$ cat src/rtl/pmod_key_reader_if.sv
// rtl/pmod_key_reader_if.sv - key event valid/ready handshake bundle
// Ports (modport master = event producer, slave = event consumer):
//   evt_valid  event available
//   evt_ready  consumer accepts event when evt_valid && evt_ready
//   evt_key    key index of the event
//   evt_press  1 = press, 0 = release
interface pmod_key_reader_if;
    logic       evt_valid;
    logic       evt_ready;
    logic [3:0] evt_key;
    logic       evt_press;

    modport master (
        output evt_valid,
        output evt_key,
        output evt_press,
        input  evt_ready
    );

    modport slave (
        input  evt_valid,
        input  evt_key,
        input  evt_press,
        output evt_ready
    );
endinterface

$ cat src/rtl/pmod_key_reader.sv
// rtl/pmod_key_reader.sv - debounced active-low PMOD key reader with press/release events
// Purpose: synchronise and debounce N_KEYS active-low keys, expose the debounced level
//   vector and report every accepted press/release on a valid/ready event channel.
// Ports:
//   clk        system clock
//   rst        synchronous, active-high reset
//   key_n      raw keys, active-low, asynchronous
//   key_state  debounced level, 1 = pressed
//   evt        event channel (pmod_key_reader_if.master)
//   evt_ovf    sticky lost-event flag
//   ovf_clr    single-cycle clear of evt_ovf
//   led        (only with PMOD_KEY_LED_ECHO_EN) active-low echo of key_state
// Configuration macro: PMOD_KEY_LED_ECHO_EN adds the led port.
module pmod_key_reader #(
    parameter int N_KEYS    = 16,
    parameter int TICK_DIV  = 2100,
    parameter int DEB_TICKS = 10
) (
    input  logic                  clk,
    input  logic                  rst,
    input  logic [N_KEYS-1:0]     key_n,
    output logic [N_KEYS-1:0]     key_state,
    pmod_key_reader_if.master     evt,
    output logic                  evt_ovf,
    input  logic                  ovf_clr
`ifdef PMOD_KEY_LED_ECHO_EN
    ,
    output logic [N_KEYS-1:0]     led
`endif
);

    localparam int TW = $clog2(TICK_DIV);
    localparam int CW = (DEB_TICKS > 1) ? $clog2(DEB_TICKS) : 1;

    logic [N_KEYS-1:0] sync1_q;
    logic [N_KEYS-1:0] sync2_q;
    logic [N_KEYS-1:0] s;

    logic [TW-1:0]     tick_cnt_q, tick_cnt_d;
    logic              tick;

    logic [N_KEYS-1:0] key_state_q, key_state_d;
    logic [CW-1:0]     cnt_q [N_KEYS];
    logic [CW-1:0]     cnt_d [N_KEYS];
    logic [N_KEYS-1:0] trans;

    logic [N_KEYS-1:0] pend_q, pend_d;
    logic [N_KEYS-1:0] pend_dir_q, pend_dir_d;

    logic              evt_valid_q, evt_valid_d;
    logic [3:0]        evt_key_q, evt_key_d;
    logic              evt_press_q, evt_press_d;
    logic              ovf_q, ovf_d;

    logic [N_KEYS-1:0] sel_oh;
    logic [3:0]        sel_idx;
    logic              load;
    logic              ovf_hit;

    always_comb begin
        s          = ~sync2_q;
        tick       = (tick_cnt_q == TW'(TICK_DIV - 1));
        tick_cnt_d = tick ? '0 : tick_cnt_q + TW'(1);

        // Lowest pending key: isolate the least significant set bit.
        sel_oh  = pend_q & (~pend_q + N_KEYS'(1));
        sel_idx = 4'd0;
        for (int i = N_KEYS - 1; i >= 0; i--) begin
            if (pend_q[i]) begin
                sel_idx = 4'(i);
            end
        end
        load = (|pend_q) && (!evt_valid_q || evt.evt_ready);

        evt_valid_d = evt_valid_q;
        evt_key_d   = evt_key_q;
        evt_press_d = evt_press_q;
        pend_d      = pend_q;
        pend_dir_d  = pend_dir_q;

        if (load) begin
            evt_valid_d = 1'b1;
            evt_key_d   = sel_idx;
            evt_press_d = |(pend_dir_q & sel_oh);
            pend_d      = pend_q & ~sel_oh;
        end else if (evt.evt_ready) begin
            evt_valid_d = 1'b0;
        end

        key_state_d = key_state_q;
        trans       = '0;
        ovf_hit     = 1'b0;
        for (int i = 0; i < N_KEYS; i++) begin
            cnt_d[i] = cnt_q[i];
            if (tick) begin
                if (s[i] == key_state_q[i]) begin
                    cnt_d[i] = '0;
                end else if (cnt_q[i] == CW'(DEB_TICKS - 1)) begin
                    key_state_d[i] = s[i];
                    cnt_d[i]       = '0;
                    trans[i]       = 1'b1;
                end else begin
                    cnt_d[i] = cnt_q[i] + CW'(1);
                end
            end
            // pend_d already has the key being loaded this cycle cleared, so a
            // transition on that key starts a fresh pending event instead of
            // cancelling the one just issued.
            if (trans[i]) begin
                if (pend_d[i]) begin
                    pend_d[i] = 1'b0;
                    ovf_hit   = 1'b1;
                end else begin
                    pend_d[i]     = 1'b1;
                    pend_dir_d[i] = s[i];
                end
            end
        end

        // A new overflow outranks a simultaneous clear.
        ovf_d = (ovf_q && !ovf_clr) || ovf_hit;
    end

    always_ff @(posedge clk) begin
        if (rst) begin
            sync1_q     <= '1;
            sync2_q     <= '1;
            tick_cnt_q  <= '0;
            key_state_q <= '0;
            for (int i = 0; i < N_KEYS; i++) begin
                cnt_q[i] <= '0;
            end
            pend_q      <= '0;
            pend_dir_q  <= '0;
            evt_valid_q <= 1'b0;
            evt_key_q   <= 4'd0;
            evt_press_q <= 1'b0;
            ovf_q       <= 1'b0;
        end else begin
            sync1_q     <= key_n;
            sync2_q     <= sync1_q;
            tick_cnt_q  <= tick_cnt_d;
            key_state_q <= key_state_d;
            for (int i = 0; i < N_KEYS; i++) begin
                cnt_q[i] <= cnt_d[i];
            end
            pend_q      <= pend_d;
            pend_dir_q  <= pend_dir_d;
            evt_valid_q <= evt_valid_d;
            evt_key_q   <= evt_key_d;
            evt_press_q <= evt_press_d;
            ovf_q       <= ovf_d;
        end
    end

    assign key_state     = key_state_q;
    assign evt.evt_valid = evt_valid_q;
    assign evt.evt_key   = evt_key_q;
    assign evt.evt_press = evt_press_q;
    assign evt_ovf       = ovf_q;

`ifdef PMOD_KEY_LED_ECHO_EN
    assign led = ~key_state_q;
`endif

endmodule

$ cat src/flat_wrapper.sv
// flat-port wrapper written by rule: the top's interface ports become plain ports
module pmod_key_reader_flat 
#(
    parameter int N_KEYS    = 16,
    parameter int TICK_DIV  = 2100,
    parameter int DEB_TICKS = 10
)
  (clk, rst, key_n, key_state, evt_ovf, ovf_clr, evt_evt_valid, evt_evt_key, evt_evt_press, evt_evt_ready);
  pmod_key_reader_if evt_i ();
  input  logic clk;
  input  logic rst;
  input  logic [N_KEYS-1:0] key_n;
  output logic [N_KEYS-1:0] key_state;
  output logic evt_ovf;
  input  logic ovf_clr;
  output wire logic [$bits(evt_i.evt_valid)-1:0] evt_evt_valid;
  output wire logic [$bits(evt_i.evt_key)-1:0] evt_evt_key;
  output wire logic [$bits(evt_i.evt_press)-1:0] evt_evt_press;
  input wire logic [$bits(evt_i.evt_ready)-1:0] evt_evt_ready;
  assign evt_evt_valid = evt_i.evt_valid;
  assign evt_evt_key = evt_i.evt_key;
  assign evt_evt_press = evt_i.evt_press;
  assign evt_i.evt_ready = evt_evt_ready;
  pmod_key_reader #(.N_KEYS(N_KEYS), .TICK_DIV(TICK_DIV), .DEB_TICKS(DEB_TICKS)) u_core (.clk(clk), .rst(rst), .key_n(key_n), .key_state(key_state), .evt(evt_i), .evt_ovf(evt_ovf), .ovf_clr(ovf_clr));
endmodule
$ cat config.mk
export PLATFORM = sky130hd
export DESIGN_NAME = pmod_key_reader_flat
export DESIGN_NICKNAME = d
export VERILOG_FILES = /design/src/rtl/pmod_key_reader_if.sv /design/src/rtl/pmod_key_reader.sv /design/src/flat_wrapper.sv
export SDC_FILE = /design/constraint.sdc
export NUM_CORES = 1
export LEC_CHECK = 0
export BUFFER_PORTS_ARGS = -buffer_cell sky130_fd_sc_hd__buf_2
export CORE_MARGIN = 4
export CORE_UTILIZATION = 45
export CTS_CLUSTER_DIAMETER = 40
export DETAILED_ROUTE_END_ITERATION = 16
export GPL_TIMING_DRIVEN = 1
export SLEW_MARGIN = 20
export SYNTH_ARGS = -nofsm -noshare
export SYNTH_HDL_FRONTEND = slang
export SYNTH_SLANG_ARGS = --single-unit
export TNS_END_PERCENT = 10
$ cat constraint.sdc
create_clock -name clk -period 3.4 [get_ports clk]
set_input_delay 0.51 -clock clk [delete_from_list [all_inputs] [get_ports clk]]
set_output_delay 0.51 -clock clk [all_outputs]
set_load 0.02 [all_outputs]
==> results_dict.tcl <==
set metrics [dict create \
    layout_commonest_cell "dfxtp_1" \
    post_drt_via_cell_ratio 5.20 \
    hold_buffers 0 \
    syn_inst 872 \
    cts_buffers 17 \
    die-area_sq_um 18500 \
    grt_pass1_vias 5413 \
    die_w_um 136 \
    initial_utilization_pct 46.1 \
    hold_viol_final 0 \
    clk_pin_slew_ns 0.06 \
    leakage_nw 3.16 \
    setup_viol_count_final 0 \
    cp_max_fo 33 \
    coreArea_sq_um 16000 \
    cap_violations 0 \
    hpwl_um 11200 \
    worstPathRequired_ns 3.75 \
    cts_resized 0 \
    rows 46 \
    synthFlopType "dfxtp_1" \
    root_buffer "clkbuf_16" \
    grt_start_max_net_pins 58 \
    cp.arrival_ns 3.10 \
    synth_area_sq_um 7380 \
    nNetsFinal 972 \
    avgSynthCellArea_sq_um 8.46 \
    diodes 0 \
    skew_ns 0.00680 \
    crit_start "u_core.tick_cnt_q[0]$_SDFF_PP0_" \
    numPortBuffers 42 \
    antenna_left 0 \
    r2r-start "u_core.tick_cnt_q[0]$_SDFF_PP0_" \
    maxSlewHeadroom_pct 55.6 \
    hold_start "key_n[8]" \
    ys_ff_latch 163 \
    ys_seq_area_share_pct 44.2 \
    clock_sinks 163 \
    antenna_found_initial 0 \
    overflow 0 \
    wl_per_cell_um 14.2 \
    finalMaxSlewViolations 0 \
    ys_async_sr_fraction_pct 0 \
    area_growth_pct 13.8 \
    cts_tree "done" \
    power_per_cell_area_nw_per_um2 482 \
    ir_worst_vdd_mv 0.377 \
    outcome "finished clean" \
    hold_path_class "input port to flop" \
    synth.area.top_cells "dfxtp_1 44%, ha_1 8.5%, nor2_1 6.4%, a21oi_1 4.3%, o21ai_0 3.9%" \
    dr.pass1.iters 5 \
    postCtsSetupBuffers 0 \
    ios 43 \
    clk_path_buf_depth 2 \
    drt-initial-drc-count 353 \
    cts_htree_levels 4 \
    gr-usage-all-layers_pct 18.0 \
    end_kind "flop" \
    worstMarginPinSlew_ns 0.660 \
    rsz0062_at_grt "false" \
    gp_congestion 0.838 \
    drc 0 \
    clk_latency_ns 0.42 \
    syn-num-nets 942 \
    min_period_ns 2.76 \
    routed_wl_um 16000 \
    vias 5878 \
    synth_top_cell_area_share_pct 44.2 \
    critPathLaunchType "flop" \
    drive_gt1_share_pct 13.1 \
    finalCritPeriodShare_pct 81.1 \
    die_height_um 136 \
    yosysWarnings 0 \
    yosysTopAreaCell "dfxtp_1" \
    ys_types 43 \
    grt_pass1_wl_um 26700 \
    synth_edf_count 0 \
    max_clock_freq_ghz 0.363 \
    fin_util_pct 52.5 \
    finalSetupTns_ns 0 \
    path_class "flop to flop" \
    layout_common_cells "163 x dfxtp_1, 126 x nor2_1, 66 x nand2_1" \
]
[per-layer routing]
| layer | track usage, % | vias up | routed length, um |
|---|---|---|---|
| met5 | 0 | - | 0 |
| met1 | 24.2 | 2689 | 7880 |
| li1 | - | 3098 | - |
| met3 | 4.22 | 18 | 580 |
| met2 | 29.2 | 73 | 7390 |
| met4 | 4.54 | 0 | 165 |
[Yosys cell counts (28+ instances only)]
| library cell | instances |
|---|---|
| nand3_1 | 30 |
| a211oi_1 | 28 |
| or2_2 | 36 |
| o21ai_0 | 57 |
| nand2_1 | 66 |
| nor2_1 | 126 |
| ha_1 | 50 |
| dfxtp_1 | 163 |
| nor3_1 | 28 |
| a21oi_1 | 63 |
| inv_1 | 28 |
| clkbuf_1 | 34 |
[critical path: stages, from the launching register on]
cell      delay, ns
dfxtp_1        0.43
ha_1           0.30
and4b_1        0.26
nand3_1        0.39
buf_12         0.34
nor2_1         0.21
nand2_1        0.10
o22ai_1        0.35
a311oi_2       0.09
a31oi_1        0.19
[cell families (layout without fill, tap and decap cells)]
logic type | after synthesis | in the layout | share of synthesized area (%)
simple gates | 380 | 380 | 25.5
compound gates | 185 | 185 | 14.8
flops | 163 | 163 | 44.2
buf+inv | 66 | 109 | 3.60
fa+ha+maj | 50 | 50 | 8.48
xor+xnor | 28 | 28 | 3.32
[power by group]
group	internal, mW	switching [mW]	total (mW)
clock	1.23	0.781	2.01
combinational	0.0343	0.0540	0.0884
sequential	1.93	0.0156	1.95
total	3.19	0.851	4.04
[flip-flops by register name, indices dropped and copies added, names as in the netlist]
signal / cells
u_core.cnt_q: 64
u_core.sync1_q: 16
u_core.pend_q: 16
u_core.evt.evt_valid: 1
u_core.evt.evt_press: 1
u_core.key_state: 16
u_core.evt.evt_key: 4
u_core.pend_dir_q: 16
u_core.sync2_q: 16
u_core.tick_cnt_q: 12
u_core.evt_ovf: 1
[layout make-up]
class                           count  area, sq um
Fill cell                        1524         7600
Multi-Input combinational cell    643         3850
Sequential cell                   163         3260
Clock buffer                       19          433
Timing Repair Buffer               49          290
Tap cell                          216          270
Clock inverter                     13          185
Inverter                           28          105
[path summary, 6_finish.rpt]
kind	to	slack, ns	depth (start not counted)
worst max-delay path	u_core.evt_ovf$_SDFF_PP0_	0.64	9
worst min-delay path	u_core.sync1_q[8]$_SDFF_PP1_	0.27	2
worst max register to register	u_core.evt_ovf$_SDFF_PP0_	0.64	9
worst min register to register	u_core.sync2_q[3]$_SDFF_PP1_	0.41	1
[metrics by stage]
step	instances	worst slack, ns	cell area (sq um)	hold WS (ns)	total power, mW
2_1_floorplan	872	0.707	7380	0.389	2.05
3_3_place_gp	1099	0.772	7780	0.392	2.08
3_5_place_dp	1099	0.692	7780	0.392	2.08
4_1_cts	1131	0.618	8400	0.250	4.09
5_1_grt	1131	0.358	8400	0.250	4.19
6_report	1131	0.644	8400	0.265	4.04
(Power assumes the default switching activity.)
